<file path="config.mk">
export PLATFORM = sky130hd
export DESIGN_NAME = coin_accumulator
export DESIGN_NICKNAME = d
export VERILOG_FILES = /design/src/rtl/vend_pkg.sv /design/src/rtl/edge_detect.sv /design/src/rtl/coin_accumulator.sv
export SDC_FILE = /design/constraint.sdc
export NUM_CORES = 1
export LEC_CHECK = 0
export CORE_MARGIN = 2
export CORE_UTILIZATION = 45
export CTS_CLUSTER_DIAMETER = 100
export DETAILED_ROUTE_END_ITERATION = 7
export PLACE_DENSITY = 0.74
export SYNTH_ARGS = -nofsm -noshare
export SYNTH_HDL_FRONTEND = slang
export SYNTH_HIERARCHICAL = 1
export SYNTH_SLANG_ARGS = --single-unit
</file>
<file path="constraint.sdc">
create_clock -name clk -period 2.4 [get_ports clk]
set_input_delay 0.48 -clock clk [delete_from_list [all_inputs] [get_ports clk]]
set_output_delay 0.48 -clock clk [all_outputs]
set_load 0.005 [all_outputs]
</file>
<file path="src/rtl/vend_pkg.sv">
// Shared types and constants for the vending front-end.
// Used by coin_accumulator and the downstream venmachine.
package vend_pkg;

   typedef enum logic [1:0] {
      IDLE,
      COLLECT,
      PRESENT,
      REFUND
   } state_t;

   localparam int COIN5_VAL  = 5;
   localparam int COIN10_VAL = 10;
   localparam int DEF_CNT_W  = 3;

   // 5*c5 + 10*c10 built from shifts; operands are pre-zero-extended.
   function automatic logic [6:0] credit_of(
      input logic [6:0] c5,
      input logic [6:0] c10
   );
      return (c5 << 2) + c5 + (c10 << 3) + (c10 << 1);
   endfunction

endpackage

</file>
<file path="src/rtl/edge_detect.sv">
// Single-bit rising-edge detector.
// The previous level is zero after reset, so a level already high counts once.
module edge_detect (
   input  logic clk,
   input  logic reset,
   input  logic din,
   output logic rise
);

   logic din_q;

   // Remember last cycle's level.
   always_ff @(posedge clk) begin
      if (reset) din_q <= 1'b0;
      else       din_q <= din;
   end

   assign rise = din & ~din_q;

endmodule

</file>
<file path="src/rtl/coin_accumulator.sv">
// Coin collection front-end: counts coins, presents them on vend,
// refunds them on cancel or inactivity timeout.
module coin_accumulator
   import vend_pkg::*;
#(
   parameter int CNT_W       = DEF_CNT_W,
   parameter int MAX_COINS   = 7,
   parameter int TIMEOUT_CYC = 64,
   parameter int HOLD_CYC    = 4
) (
   input  logic             clk,
   input  logic             reset,
   input  logic             coin_five_in,
   input  logic             coin_ten_in,
   input  logic             vend_req,
   input  logic             cancel_req,
   output logic [CNT_W-1:0] fives,
   output logic [CNT_W-1:0] tens,
   output logic             present,
   output logic             busy,
   output logic [6:0]       credit,
   output logic             coin_reject,
   output logic             refund,
   output logic [CNT_W-1:0] refund_fives,
   output logic [CNT_W-1:0] refund_tens
);

   localparam int TMR_W = $clog2(TIMEOUT_CYC) + 1;
   localparam int HLD_W = $clog2(HOLD_CYC) + 1;

   localparam logic [CNT_W-1:0] CNT_MAX  = CNT_W'(MAX_COINS);
   localparam logic [TMR_W-1:0] TMR_LAST = TMR_W'(TIMEOUT_CYC - 1);
   localparam logic [HLD_W-1:0] HLD_LAST = HLD_W'(HOLD_CYC - 1);

   state_t           state;
   state_t           nxt;
   logic [CNT_W-1:0] cnt5;
   logic [CNT_W-1:0] cnt10;
   logic [TMR_W-1:0] tmr;
   logic [HLD_W-1:0] hold;
   logic             reject_q;

   logic e5;
   logic e10;
   logic ev;
   logic ec;
   logic any_coin;
   logic timeout;
   logic hold_done;
   logic accepting;
   logic rej_now;

   edge_detect u_ed5 (
      .clk   (clk),
      .reset (reset),
      .din   (coin_five_in),
      .rise  (e5)
   );

   edge_detect u_ed10 (
      .clk   (clk),
      .reset (reset),
      .din   (coin_ten_in),
      .rise  (e10)
   );

   edge_detect u_edv (
      .clk   (clk),
      .reset (reset),
      .din   (vend_req),
      .rise  (ev)
   );

   edge_detect u_edc (
      .clk   (clk),
      .reset (reset),
      .din   (cancel_req),
      .rise  (ec)
   );

   assign any_coin  = e5 | e10;
   // A coin in the final idle cycle restarts the timer instead of refunding.
   assign timeout   = (tmr == TMR_LAST) && !any_coin;
   assign hold_done = (hold == HLD_LAST);
   assign accepting = (state == IDLE) || (state == COLLECT);

   // Coins are refused when saturated, or outright outside collection.
   always_comb begin
      rej_now = 1'b0;
      if (accepting) begin
         rej_now = (e5  && (cnt5  >= CNT_MAX)) ||
                   (e10 && (cnt10 >= CNT_MAX));
      end else begin
         rej_now = any_coin;
      end
   end

   // State register.
   always_ff @(posedge clk) begin
      if (reset) state <= IDLE;
      else       state <= nxt;
   end

   // Next-state selection; cancel beats vend, both beat timeout.
   always_comb begin
      nxt = state;
      unique case (state)
         IDLE: begin
            if (any_coin) nxt = COLLECT;
         end
         COLLECT: begin
            if (ec)           nxt = REFUND;
            else if (ev)      nxt = PRESENT;
            else if (timeout) nxt = REFUND;
         end
         PRESENT: begin
            if (hold_done) nxt = IDLE;
         end
         REFUND: begin
            nxt = IDLE;
         end
         default: nxt = IDLE;
      endcase
   end

   // State-decoded outputs; counts only leave the block when valid.
   always_comb begin
      busy         = (state != IDLE);
      present      = 1'b0;
      fives        = '0;
      tens         = '0;
      refund       = 1'b0;
      refund_fives = '0;
      refund_tens  = '0;
      unique case (state)
         PRESENT: begin
            present = 1'b1;
            fives   = cnt5;
            tens    = cnt10;
         end
         REFUND: begin
            refund       = 1'b1;
            refund_fives = cnt5;
            refund_tens  = cnt10;
         end
         default: ;
      endcase
   end

   // Coin counters, idle timer, hold timer and the reject pulse.
   always_ff @(posedge clk) begin
      if (reset) begin
         cnt5     <= '0;
         cnt10    <= '0;
         tmr      <= '0;
         hold     <= '0;
         reject_q <= 1'b0;
      end else begin
         reject_q <= rej_now;
         if (state == COLLECT && !any_coin) tmr <= tmr + TMR_W'(1);
         else                               tmr <= '0;
         if (state == PRESENT) hold <= hold + HLD_W'(1);
         else                  hold <= '0;
         if (accepting) begin
            if (e5 && (cnt5 < CNT_MAX))   cnt5  <= cnt5 + CNT_W'(1);
            if (e10 && (cnt10 < CNT_MAX)) cnt10 <= cnt10 + CNT_W'(1);
         end else if (state == REFUND || hold_done) begin
            cnt5  <= '0;
            cnt10 <= '0;
         end
      end
   end

   assign coin_reject = reject_q;
   assign credit      = credit_of(7'(cnt5), 7'(cnt10));

endmodule
</file>
# [Word level (Yosys, flattened, before mapping)]
# Cells that the tools add are included.
[word_totals] regBits=23 latchBits=0 mem_bits_rw=0 rom_bits=0 in_bits=6 out_inout_bits=23 mem_count=0
[op_classes] addsub=7 multipliers=0 n_div=0 magnitude_cmp=4 n_eq_ne=10 shifts=0 n_mux=18 n_bitwise=11 n_reduce_logical=18
[ops] cell="$mux 3" count=9
[ops] cell="$mux 2" count=5
[ops] cell="$add 3x1->3 const B" count=3
[ops] cell="$pmux 2 s4" count=1
[ops] cell="$add 6x6->7" count=1
[ops] cell="$add 7x1->7 const B" count=1
[ops] cell="$add 7x4->7" count=1
[ops] cell="$eq 7x6->1 const B" count=1
[ops] cell="$add 5x3->6" count=1
[ops] cell="$ge 3x3->1 const B" count=2
[ops] cell="$logic_and 1x1->1" count=6
[ops] cell="$lt 3x3->1 const B" count=2
[ops] cell="$not 1->1" count=6
[ops] cell="$and 1x1->1" count=4
[ops] cell="$eq 2x2->1 const B" count=2
[ops] cell="$ne 2x1->1 const B" count=2
[ops] cell="$ne 2x2->1 const B" count=2
[ops] cell="$ne 4x4->1 const B" count=1
[ops] cell="$reduce_and 2->1" count=2
[ops] cell="$reduce_bool 2->1" count=2
[ops] cell="$reduce_or 2->1" count=2
[ops] cell="$eq 3x2->1 const B" count=1
[ops] cell="$logic_or 1x1->1" count=3
[ops] cell="$mux 1" count=3
[ops] cell="other kinds (5)" count=5

# [Logic depth before layout (Yosys ltp)]
# Gate-level depths: netlist of run 1.
[logic_depth] ltp_word=9 ltp_mapped=5

# [Cells and area by module]
# The synthesis of run 1 kept the hierarchy.
[by_module_without_submodules] module="coin_accumulator" n_inst=1 cells_each=118 area_per_inst_um2=1122.3 seq_area_each_um2=380.4
[by_module_without_submodules] module="edge_detect" n_inst=4 cells_each=3 area_per_inst_um2=47.5 seq_area_each_um2=20.0

# [Worst setup path after synthesis of run 1]
# Ideal clock, no wire load.
[synth_path] path_kind="register -> output" startpoint="register cnt5[0]" endpoint="output credit[6]" t_arrival_ns=1.811 required_ns=1.920 slack_ns=0.109 stages_incl_launch_ff=6 path_buffers=0 cell_sequence="dfxtp_1 > fa_1 > ha_1 > fa_1 > a21o_1 > a21o_1"
[synth_via] elab_chain_len=3
[synth_lines] item="from (decl)" line="coin_accumulator.sv:37" text="logic [CNT_W-1:0] cnt5;"
[synth_lines] item="from (signal assigned)" line="coin_accumulator.sv:165" text="if (e5 && (cnt5 < CNT_MAX)) cnt5 <= cnt5 + CNT_W'(1);"
[synth_lines] item="$add 5x3->6" line="vend_pkg.sv:21" text="return (c5 << 2) + c5 + (c10 << 3) + (c10 << 1);"
[synth_lines] item="$add 6x6->7" line="vend_pkg.sv:21"
[synth_lines] item="$add 7x4->7" line="vend_pkg.sv:21"
[synth_lines] item="to (decl)" line="coin_accumulator.sv:21" text="output logic [6:0] credit,"
# Every way passes these cells.

# [Worst setup path after layout of run 1]
[layout_path] startpoint="register cnt10[0]" endpoint="output credit[6]"
[layout_via] elab_chain_len=2
[layout_lines] item="from (decl)" line="coin_accumulator.sv:38" text="logic [CNT_W-1:0] cnt10;"
[layout_lines] item="from (signal assigned)" line="coin_accumulator.sv:166" text="if (e10 && (cnt10 < CNT_MAX)) cnt10 <= cnt10 + CNT_W'(1);"
[layout_lines] item="$add 6x6->7" line="vend_pkg.sv:21"
[layout_lines] item="$add 7x4->7 *" line="vend_pkg.sv:21"
# Every way passes the cells marked *; elsewhere a longest branch is shown, timed or not.

==> results.sh, run 1 <==
export IMPL_critPathSlowestCell="fa_1"
export IMPL_finalPower_mw=0.7711
export IMPL_critical_path_endpoint_type="primary output"
export IMPL_path_max_fanout=2
export IMPL_rsz0062_at_grt="true"
export IMPL_cts_tree="built"
export IMPL_synth_xor_area_share_pct=3.337
export IMPL_layout_nets=193
export IMPL_start_util_pct=47.60
export IMPL_violations="negative setup slack"
export IMPL_relSlewSlack_pct=66.90
export IMPL_drtIter0Drc=22
export IMPL_hold_viol=0
export IMPL_cts_buffers_inserted=3
export IMPL_final_cells=201
export IMPL_p_switching_mw=0.2122
export IMPL_synth_area_leader_cell="dfxtp_1"
export IMPL_cp_cell_sequence="fa_1 -> buf_4 -> fa_2 -> a21o_1 -> a21o_1 -> buf_2"
export IMPL_wl_per_cell_um=13.55
export IMPL_cp_depth=6
export IMPL_cp_num_buf_inv=2
export IMPL_antennaDiodeCount=0
export IMPL_portBuffers=28
export IMPL_wl_um=2723
export IMPL_clock_path_buffers=2
export IMPL_synth_edf_count=0
export IMPL_setup_viol=4
export IMPL_synth_compound_area_share_pct=13.44
export IMPL_synth_warnings=6
export IMPL_synth_mux_area_share_pct=0
export IMPL_required_ns=1.92
export IMPL_avgSynthCellArea_um2=10.10
export IMPL_clk_latency_ns=0.31
export IMPL_fill_cells=227
export IMPL_viasPerCell=5.458
export IMPL_holdWs_ns=0.4411
export IMPL_layout_drive_gt1_share_pct=24.71
export IMPL_synth_area_leaders="dfxtp_1, ha_1, nor2b_4"
export IMPL_power_frac_comb_pct=23.2
export IMPL_max_stage_delay_ns=0.52
export IMPL_crit_type="register to primary output"
export IMPL_p_per_area_mw_per_mm2=442.1
export IMPL_drt_pass1_iter_count=4
export IMPL_final_util_pct=63.25
export IMPL_switching_share_pct=27.51
export IMPL_dp_slack_ns=-0.2872
export IMPL_yosys_area_share_simple_pct=28.31
export IMPL_crit_arrival_ns=2.14
export IMPL_rr_endpoint="cnt10[0]"
export IMPL_synthAdderAreaFrac_pct=16.97
export IMPL_status="complete, but fails checks"
export IMPL_grt_pass1_wl_um=4526
export IMPL_ant_nets=0
export IMPL_synth_top_family_by_area="simple AND/OR/NAND/NOR gates"
export IMPL_syn_inst=130
export IMPL_worst_pin_slew_ns=0.4932
export IMPL_final_cell_mix="clkdlybuf4s50_1, dfxtp_1, ha_1, buf_4, and3_1"
export IMPL_setup_slack_ns=-0.2200
export IMPL_reg2reg_depth=5
export IMPL_fin_crit_ns=2.620
export IMPL_first_global_vias=1007
export IMPL_hpwl_um=2111
export IMPL_drc=0
export IMPL_min_period_over_period_pct=109.2
export IMPL_hp_class="register to register"
export IMPL_internal_power_mw=0.5590
export IMPL_ctsRootBufferMaster="clkbuf_4"
export IMPL_gp_congestion=0.8227
export IMPL_num_rows=19
export IMPL_grt_max_degree=15
export IMPL_timing_fmax_mhz=381.7
export IMPL_cap_violations=0
export IMPL_overflow=0
export IMPL_cts_sinks=23
export IMPL_layout_commonest_cell="clkdlybuf4s50_1"
export IMPL_ir_drop_mv=0.4092
export IMPL_synth_top_area_share_pct=35.08
export IMPL_die_area_mm2=0.003365
export IMPL_syn_area_mm2=0.001313
export IMPL_seq_power_share_pct=53.5
export IMPL_antenna_found_initial=0
export IMPL_hold_buffers=0
export IMPL_crit_family="adder cells"
export IMPL_async_flop_share_pct=0
export IMPL_syn2layout_area_growth_pct=32.89
export IMPL_power_frac_clock_pct=23.4
export IMPL_path_common_cell="a21o_1"
export IMPL_htreeDepth=1
export IMPL_placedCellCount=193
export IMPL_r2r_setup_slack_ns=0.73
export IMPL_die_w_um=58.01
export IMPL_maxSlewViolCount=0
export IMPL_synth_ff_type="dfxtp_1"
export IMPL_power_leakage_nw=0.8203
export IMPL_pin_count=29
export IMPL_synth_cell_type_count=36
export IMPL_crit_start="cnt10[0]"
export IMPL_fin_skew_ns=0.002607
export IMPL_cts_clk_slew_worst_paths_ns=0.12
export IMPL_fp_dieH_um=58.01
export IMPL_core_area_mm2=0.002758
export IMPL_grt_usage_pct=17.47
export IMPL_r2r_start="hold[0]"
export IMPL_yosys_register_bits=23
export IMPL_syn_nets=152
export IMPL_startpoint_type="register"
export IMPL_ys_seq_area_share_pct=35.08
export IMPL_cp_endpoint="credit[6]"
export IMPL_vias=1097
[routing by layer]
layer,GRT usage (%),part of all wire [%]
met1,22.58,46
met2,29.71,47
met3,4.688,5.2
met4,2.990,0.84
met5,0,0
[what timing repair did]
action | CTS | global route
buffers inserted | 4 | 0
gates resized for setup | 25 | 3
setup endpoints to repair | 5 | 10
hold endpoints to repair | 0 | 0
cloned | 0 | 0
pin swaps | 10 | 5
[power groups by stage]
stage | Sequential, mW | Combinational (mW) | Clock (mW)
2_1_floorplan | 0.424 | 0.0857 | 0
3_3_place_gp | 0.419 | 0.167 | 0
3_5_place_dp | 0.420 | 0.170 | 0
4_1_cts | 0.412 | 0.177 | 0.189
5_1_grt | 0.415 | 0.195 | 0.204
6_report | 0.412 | 0.179 | 0.180
[logic make-up after synthesis]
logic type,Yosys count
AND/OR/NAND/NOR,54
XOR/XNOR,5
AO/OA/AOI/OAI,23
adder cells (fa/ha/maj),16
buffers and inverters,9
flip-flops,23
[worst min-delay path by stage]
stage | from | to | cells past startpoint
final | hold[0] | hold[0] | 1
after floorplan | hold[0] | hold[0] | 1
after detailed placement | hold[0] | hold[0] | 1
after CTS | hold[0] | hold[0] | 1
after global routing | hold[0] | hold[0] | 1
after global placement | hold[0] | hold[0] | 1
[final cells by class]
cell class              count  area, um2  share of cell area (%)
multi-input cells          98      835.8                   47.92
flip-flops and latches     23      467.9                   26.83
repair buffers             40      352.8                   20.23
well taps                  31      38.79                   2.224
clock buffers               3      22.52                   1.291
inverters                   5      18.77                   1.076
clock inverters             1      7.507                  0.4304
[flip-flops by register name, summed over array words and instances, names as in the netlist]
name	flops
u_edc/din_q	1
u_edv/din_q	1
tmr	7
cnt10	3
u_ed5/din_q	1
state	2
coin_reject	1
hold	3
cnt5	3
u_ed10/din_q	1
[synthesized netlist by cell type, types with 2 or more instances]
library cell	n
a21o_1	3
a21oi_1	4
a22o_1	2
a311oi_1	2
a32o_1	4
and2_1	7
and3_1	10
clkbuf_1	3
dfxtp_1	23
fa_1	3
ha_1	13
inv_1	4
nand2_1	2
nand3_1	6
nor2_1	7
nor2b_1	2
nor2b_4	8
nor3_1	3
o21ai_0	3
or3_1	2
xnor2_1	2
xor2_1	3
[metrics by stage]
| stage | TNS (ns) | area [um2] |
|---|---|---|
| after floorplan | 0 | 1313 |
| final | -0.7034 | 1744 |
| after CTS | -0.8001 | 1740 |
| after detailed placement | -0.8775 | 1673 |
| after global routing | -1.054 | 1744 |
| after global placement | -0.7150 | 1673 |
[worst reg2reg max path, cell delays in order, from the launching register on]
cell	delay (ns)
dfxtp_1	0.33
ha_1	0.19
ha_1	0.20
o21a_1	0.19
a311oi_1	0.46
a22o_1	0.24
Note: power is estimated with default switching activity, not from simulation.
==> run 2: changes to the inputs <==
GPL_TIMING_DRIVEN = 0   (was not set)
RECOVER_POWER = 25   (was not set)
==> results.sh, run 2 (synthesized netlist as in run 1, its figures left out) <==
export IMPL_first_global_vias=1046
export IMPL_path_max_fanout=2
export IMPL_crit_type="register to primary output"
export IMPL_reg2reg_depth=5
export IMPL_p_per_area_mw_per_mm2=433.9
export IMPL_hp_class="register to register"
export IMPL_cap_violations=0
export IMPL_final_cell_mix="clkdlybuf4s50_1, dfxtp_1, ha_1"
export IMPL_syn2layout_area_growth_pct=33.27
export IMPL_grt_usage_pct=17.77
export IMPL_min_period_over_period_pct=110.2
export IMPL_power_leakage_nw=0.8230
export IMPL_wl_um=2787
export IMPL_fp_dieH_um=58.01
export IMPL_gp_congestion=0.8064
export IMPL_seq_power_share_pct=54.2
export IMPL_clock_path_buffers=2
export IMPL_cts_buffers_inserted=3
export IMPL_maxSlewViolCount=0
export IMPL_p_switching_mw=0.2099
export IMPL_status="complete, but fails checks"
export IMPL_holdWs_ns=0.4522
export IMPL_critical_path_endpoint_type="primary output"
export IMPL_final_cells=202
export IMPL_fin_crit_ns=2.646
export IMPL_largest_reg_flops=7
export IMPL_drtIter0Drc=21
export IMPL_regMostFlops="tmr"
export IMPL_cts_clk_slew_worst_paths_ns=0.12
export IMPL_timing_fmax_mhz=378.0
export IMPL_worst_pin_slew_ns=0.4238
export IMPL_layout_drive_gt1_share_pct=23.39
export IMPL_fill_cells=244
export IMPL_pin_count=29
export IMPL_ctsRootBufferMaster="clkbuf_4"
export IMPL_relSlewSlack_pct=71.65
export IMPL_finalPower_mw=0.7590
export IMPL_whs_path_depth=1
export IMPL_finalSetupTns_ns=-0.7516
export IMPL_num_rows=19
export IMPL_setup_viol=4
export IMPL_power_frac_comb_pct=22.6
export IMPL_setup_slack_ns=-0.2456
export IMPL_start_util_pct=47.60
export IMPL_core_area_mm2=0.002758
export IMPL_overflow=0
export IMPL_wl_per_cell_um=13.80
export IMPL_antennaDiodeCount=0
export IMPL_drc=0
export IMPL_cts_tree="built"
export IMPL_grt_max_degree=14
export IMPL_grt_pass1_wl_um=4664
export IMPL_drt_pass1_iter_count=4
export IMPL_layout_nets=194
export IMPL_power_frac_clock_pct=23.2
export IMPL_dp_slack_ns=-0.4507
export IMPL_hold_buffers=0
export IMPL_switching_share_pct=27.66
export IMPL_portBuffers=28
export IMPL_fin_skew_ns=0.001605
export IMPL_internal_power_mw=0.5491
export IMPL_die_w_um=58.01
export IMPL_clk_latency_ns=0.31
export IMPL_die_area_mm2=0.003365
export IMPL_rsz0062_at_grt="true"
export IMPL_startpoint_type="register"
export IMPL_antenna_found_initial=0
export IMPL_required_ns=1.92
export IMPL_layout_commonest_cell="clkdlybuf4s50_1"
export IMPL_ir_drop_mv=0.4185
export IMPL_cts_sinks=23
export IMPL_placedCellCount=189
export IMPL_vias=1092
export IMPL_ant_nets=0
export IMPL_viasPerCell=5.406
export IMPL_htreeDepth=1
export IMPL_hpwl_um=2114
export IMPL_hold_viol=0
export IMPL_crit_arrival_ns=2.17
export IMPL_violations="negative setup slack"
-- run 2: what timing repair did --
action / 4_1_cts / 5_1_grt
pin swaps: 10 / 5
setup endpoints to repair: 5 / 4
gates resized for setup: 32 / 2
buffers inserted: 6 / 3
-- run 2: layout make-up --
class | instances | area [um2] | area share [%]
multi-input combinational | 98 | 835.8 | 47.78
sequential | 23 | 483.0 | 27.61
timing repair buffer | 37 | 326.6 | 18.67
tap | 31 | 38.79 | 2.217
clock buffer | 3 | 22.52 | 1.288
buffer | 4 | 18.77 | 1.073
inverter | 5 | 18.77 | 1.073
clock inverter | 1 | 5.005 | 0.2861
-- run 2: final timing paths --
path | endpoint | slack [ns] | start
max | credit[6] | -0.25 | cnt5[0]
min | hold[0] | 0.45 | hold[0]
max reg2reg | cnt10[0] | 0.79 | hold[0]
min reg2reg | hold[0] | 0.45 | hold[0]
-- run 2: worst max-delay path, cell delays in order, from the launching register on --
cell and delay [ns]:
dfxtp_4 0.37, fa_1 0.52, ha_4 0.19, fa_2 0.34, a21o_1 0.16, a21o_1 0.14
buf_2 0.12
-- run 2: through the flow --
| stage | cell area (um2) | util [%] |
|---|---|---|
| final | 1749 | 63.43 |
| after global placement | 1632 | 59.17 |
| after floorplan | 1313 | - |
| after detailed placement | 1632 | 59.17 |
| after global routing | 1749 | 63.43 |
| after CTS | 1714 | 62.16 |
-- run 2: power by group through the flow --
stage          clock (mW)  sequential (mW)  combinational, mW
3_5_place_dp            0            0.430              0.153
5_1_grt             0.198            0.414              0.190
4_1_cts             0.183            0.412              0.162
2_1_floorplan           0            0.424             0.0857
6_report            0.176            0.411              0.171
3_3_place_gp            0            0.429              0.147
-- run 2: routing by layer --
metal | vias to the layer above | global-route usage, % | wire, um
met5 | - | 0 | 0
met4 | 0 | 1.993 | 12
met3 | 3 | 4.018 | 108
met2 | 20 | 31.17 | 1409
met1 | 520 | 23.07 | 1256
li1 | 549 | - | -
==> run 3: changes to the inputs <==
--- a/config.mk
+++ b/config.mk
@@ -11,4 +11,5 @@
 export DETAILED_ROUTE_END_ITERATION = 7
 export GPL_TIMING_DRIVEN = 0
+export MAX_ROUTING_LAYER = met4
 export PLACE_DENSITY = 0.74
 export RECOVER_POWER = 25
==> constraint.sdc (replaced) <==
create_clock -name clk -period 2.4 [get_ports clk]
set_input_delay 0.24 -clock clk [delete_from_list [all_inputs] [get_ports clk]]
set_output_delay 0.24 -clock clk [all_outputs]
set_load 0.005 [all_outputs]
==> results.sh, run 3 (synthesized netlist as in run 1, its figures left out) <==
export IMPL_status="complete, but fails checks"
export IMPL_violations="negative setup slack"
export IMPL_crit_type="register to primary output"
export IMPL_r2r_setup_slack_ns=0.80
export IMPL_final_cell_mix="clkdlybuf4s50_1, dfxtp_1, ha_1"
export IMPL_layout_commonest_cell="clkdlybuf4s50_1"
export IMPL_final_cells=202
export IMPL_die_w_um=58.01
export IMPL_regMostFlops="tmr"
export IMPL_setup_slack_ns=-0.009919
export IMPL_fin_crit_ns=2.410
export IMPL_die_area_mm2=0.003365
export IMPL_drtIter0Drc=25
export IMPL_finalSetupTns_ns=-0.009919
export IMPL_whs_path_depth=1
export IMPL_clock_path_buffers=2
export IMPL_min_period_over_period_pct=100.4
export IMPL_grt_usage_pct=18.21
export IMPL_wl_per_cell_um=13.97
export IMPL_portBuffers=28
export IMPL_reg2reg_depth=5
export IMPL_worst_hold_startpoint="hold[0]"
export IMPL_required_ns=2.16
export IMPL_layout_nets=194
export IMPL_grt_pass1_wl_um=4636
export IMPL_placedCellCount=189
export IMPL_relSlewSlack_pct=71.66
export IMPL_ir_drop_mv=0.4200
export IMPL_r2r_start="hold[0]"
export IMPL_finalInstanceArea_mm2=0.001744
export IMPL_p_per_area_mw_per_mm2=436.5
export IMPL_path_max_fanout=2
export IMPL_fp_dieH_um=58.01
export IMPL_rr_endpoint="cnt10[0]"
export IMPL_startpoint_type="register"
export IMPL_num_rows=19
export IMPL_worst_pin_slew_ns=0.4236
export IMPL_syn2layout_area_growth_pct=32.89
export IMPL_antenna_found_initial=0
export IMPL_ctsRootBufferMaster="clkbuf_4"
export IMPL_wl_um=2821
export IMPL_layout_drive_gt1_share_pct=22.22
export IMPL_largest_reg_flops=7
export IMPL_pin_count=29
export IMPL_start_util_pct=47.60
export IMPL_overflow=0
export IMPL_drc=0
export IMPL_htreeDepth=1
export IMPL_hold_buffers=0
export IMPL_cap_violations=0
export IMPL_min_to="hold[0]"
export IMPL_gp_congestion=0.8181
export IMPL_crit_arrival_ns=2.17
export IMPL_rsz0062_at_grt="true"
export IMPL_clk_latency_ns=0.31
export IMPL_drt_pass1_iter_count=4
export IMPL_first_global_vias=1038
export IMPL_power_leakage_nw=0.8203
export IMPL_vias=1108
export IMPL_viasPerCell=5.485
export IMPL_critical_path_endpoint_type="primary output"
export IMPL_cts_tree="built"
export IMPL_setup_viol=1
export IMPL_core_area_mm2=0.002758
export IMPL_placed_area_mm2=0.001632
export IMPL_timing_fmax_mhz=415.0
export IMPL_grt_max_degree=14
export IMPL_cts_sinks=23
export IMPL_hpwl_um=2114
export IMPL_cts_clk_slew_worst_paths_ns=0.12
export IMPL_hold_viol=0
export IMPL_hp_class="register to register"
export IMPL_cts_buffers_inserted=3
export IMPL_antennaDiodeCount=0
export IMPL_fin_skew_ns=0.0008105
export IMPL_maxSlewViolCount=0
export IMPL_ant_nets=0
==> run 3: cell count changes in the layout (fill, tap and decap cells not counted) <==
cell / previous run / this run
buf_2: 4 / 2
clkbuf_2: 0 / 2
clkdlybuf4s50_1: 21 / 22
dfxtp_1: 17 / 18
dfxtp_4: 6 / 5
dlygate4sd2_1: 1 / 0
fa_1: 1 / 2
fa_2: 2 / 1
==> run 3: power by group <==
group | total, mW | internal [mW] | switching (mW)
logic | 0.174 | 0.0937 | 0.0799
registers | 0.411 | 0.395 | 0.0162
clock network | 0.177 | 0.0624 | 0.114
total | 0.761 | 0.551 | 0.210
==> run 3: through the flow <==
step	power [mW]	utilization, %	setup slack (ns)	hold slack [ns]
finish	0.7613	63.25	-0.009919	0.4522
global route	0.8029	63.25	-0.08462	0.4650
CTS	0.7611	62.48	-0.1553	0.4518
detailed placement	0.5836	59.17	-0.2107	0.4342
global placement	0.5752	59.17	-0.1954	0.4219
floorplan	0.5094	-	0.3490	0.3043
==> run 3: what timing repair did <==
| item | 4_1_cts | 5_1_grt |
|---|---|---|
| pin swaps | 4 | 5 |
| setup endpoints to repair | 4 | 4 |
| gates resized for setup | 25 | 5 |
| setup buffers | 6 | 3 |
==> run 3: routing by layer <==
layer  wire length, um  global-route usage [%]
met5                 0                       -
met4                12                   1.993
met3               122                   4.018
met2              1430                   31.01
met1              1255                   22.93
==> run 3: layout make-up <==
class                      instances  area, um2
buffer                             4      18.77
clock buffer                       3      22.52
timing repair buffer              37      327.8
multi-input combinational         98      833.3
clock inverter                     1      5.005
sequential                        23      479.2
tap                               31      38.79
inverter                           5      18.77
fill                             245       1013
==> run 3: worst max-delay path by stage <==
stage	end	cells after the start	startpoint
after floorplan	credit[6]	5	cnt5[0]
after global placement	credit[6]	6	cnt5[2]
after detailed placement	credit[6]	6	cnt5[0]
after CTS	credit[6]	6	cnt5[2]
after global routing	credit[6]	6	cnt5[0]
final	credit[6]	6	cnt5[0]
==> run 3: critical path: stages, from the launching register on <==
cell      delay, ns
dfxtp_4        0.37
fa_1           0.52
ha_4           0.19
fa_2           0.34
a21o_1         0.18
a21o_1         0.14
clkbuf_2       0.10
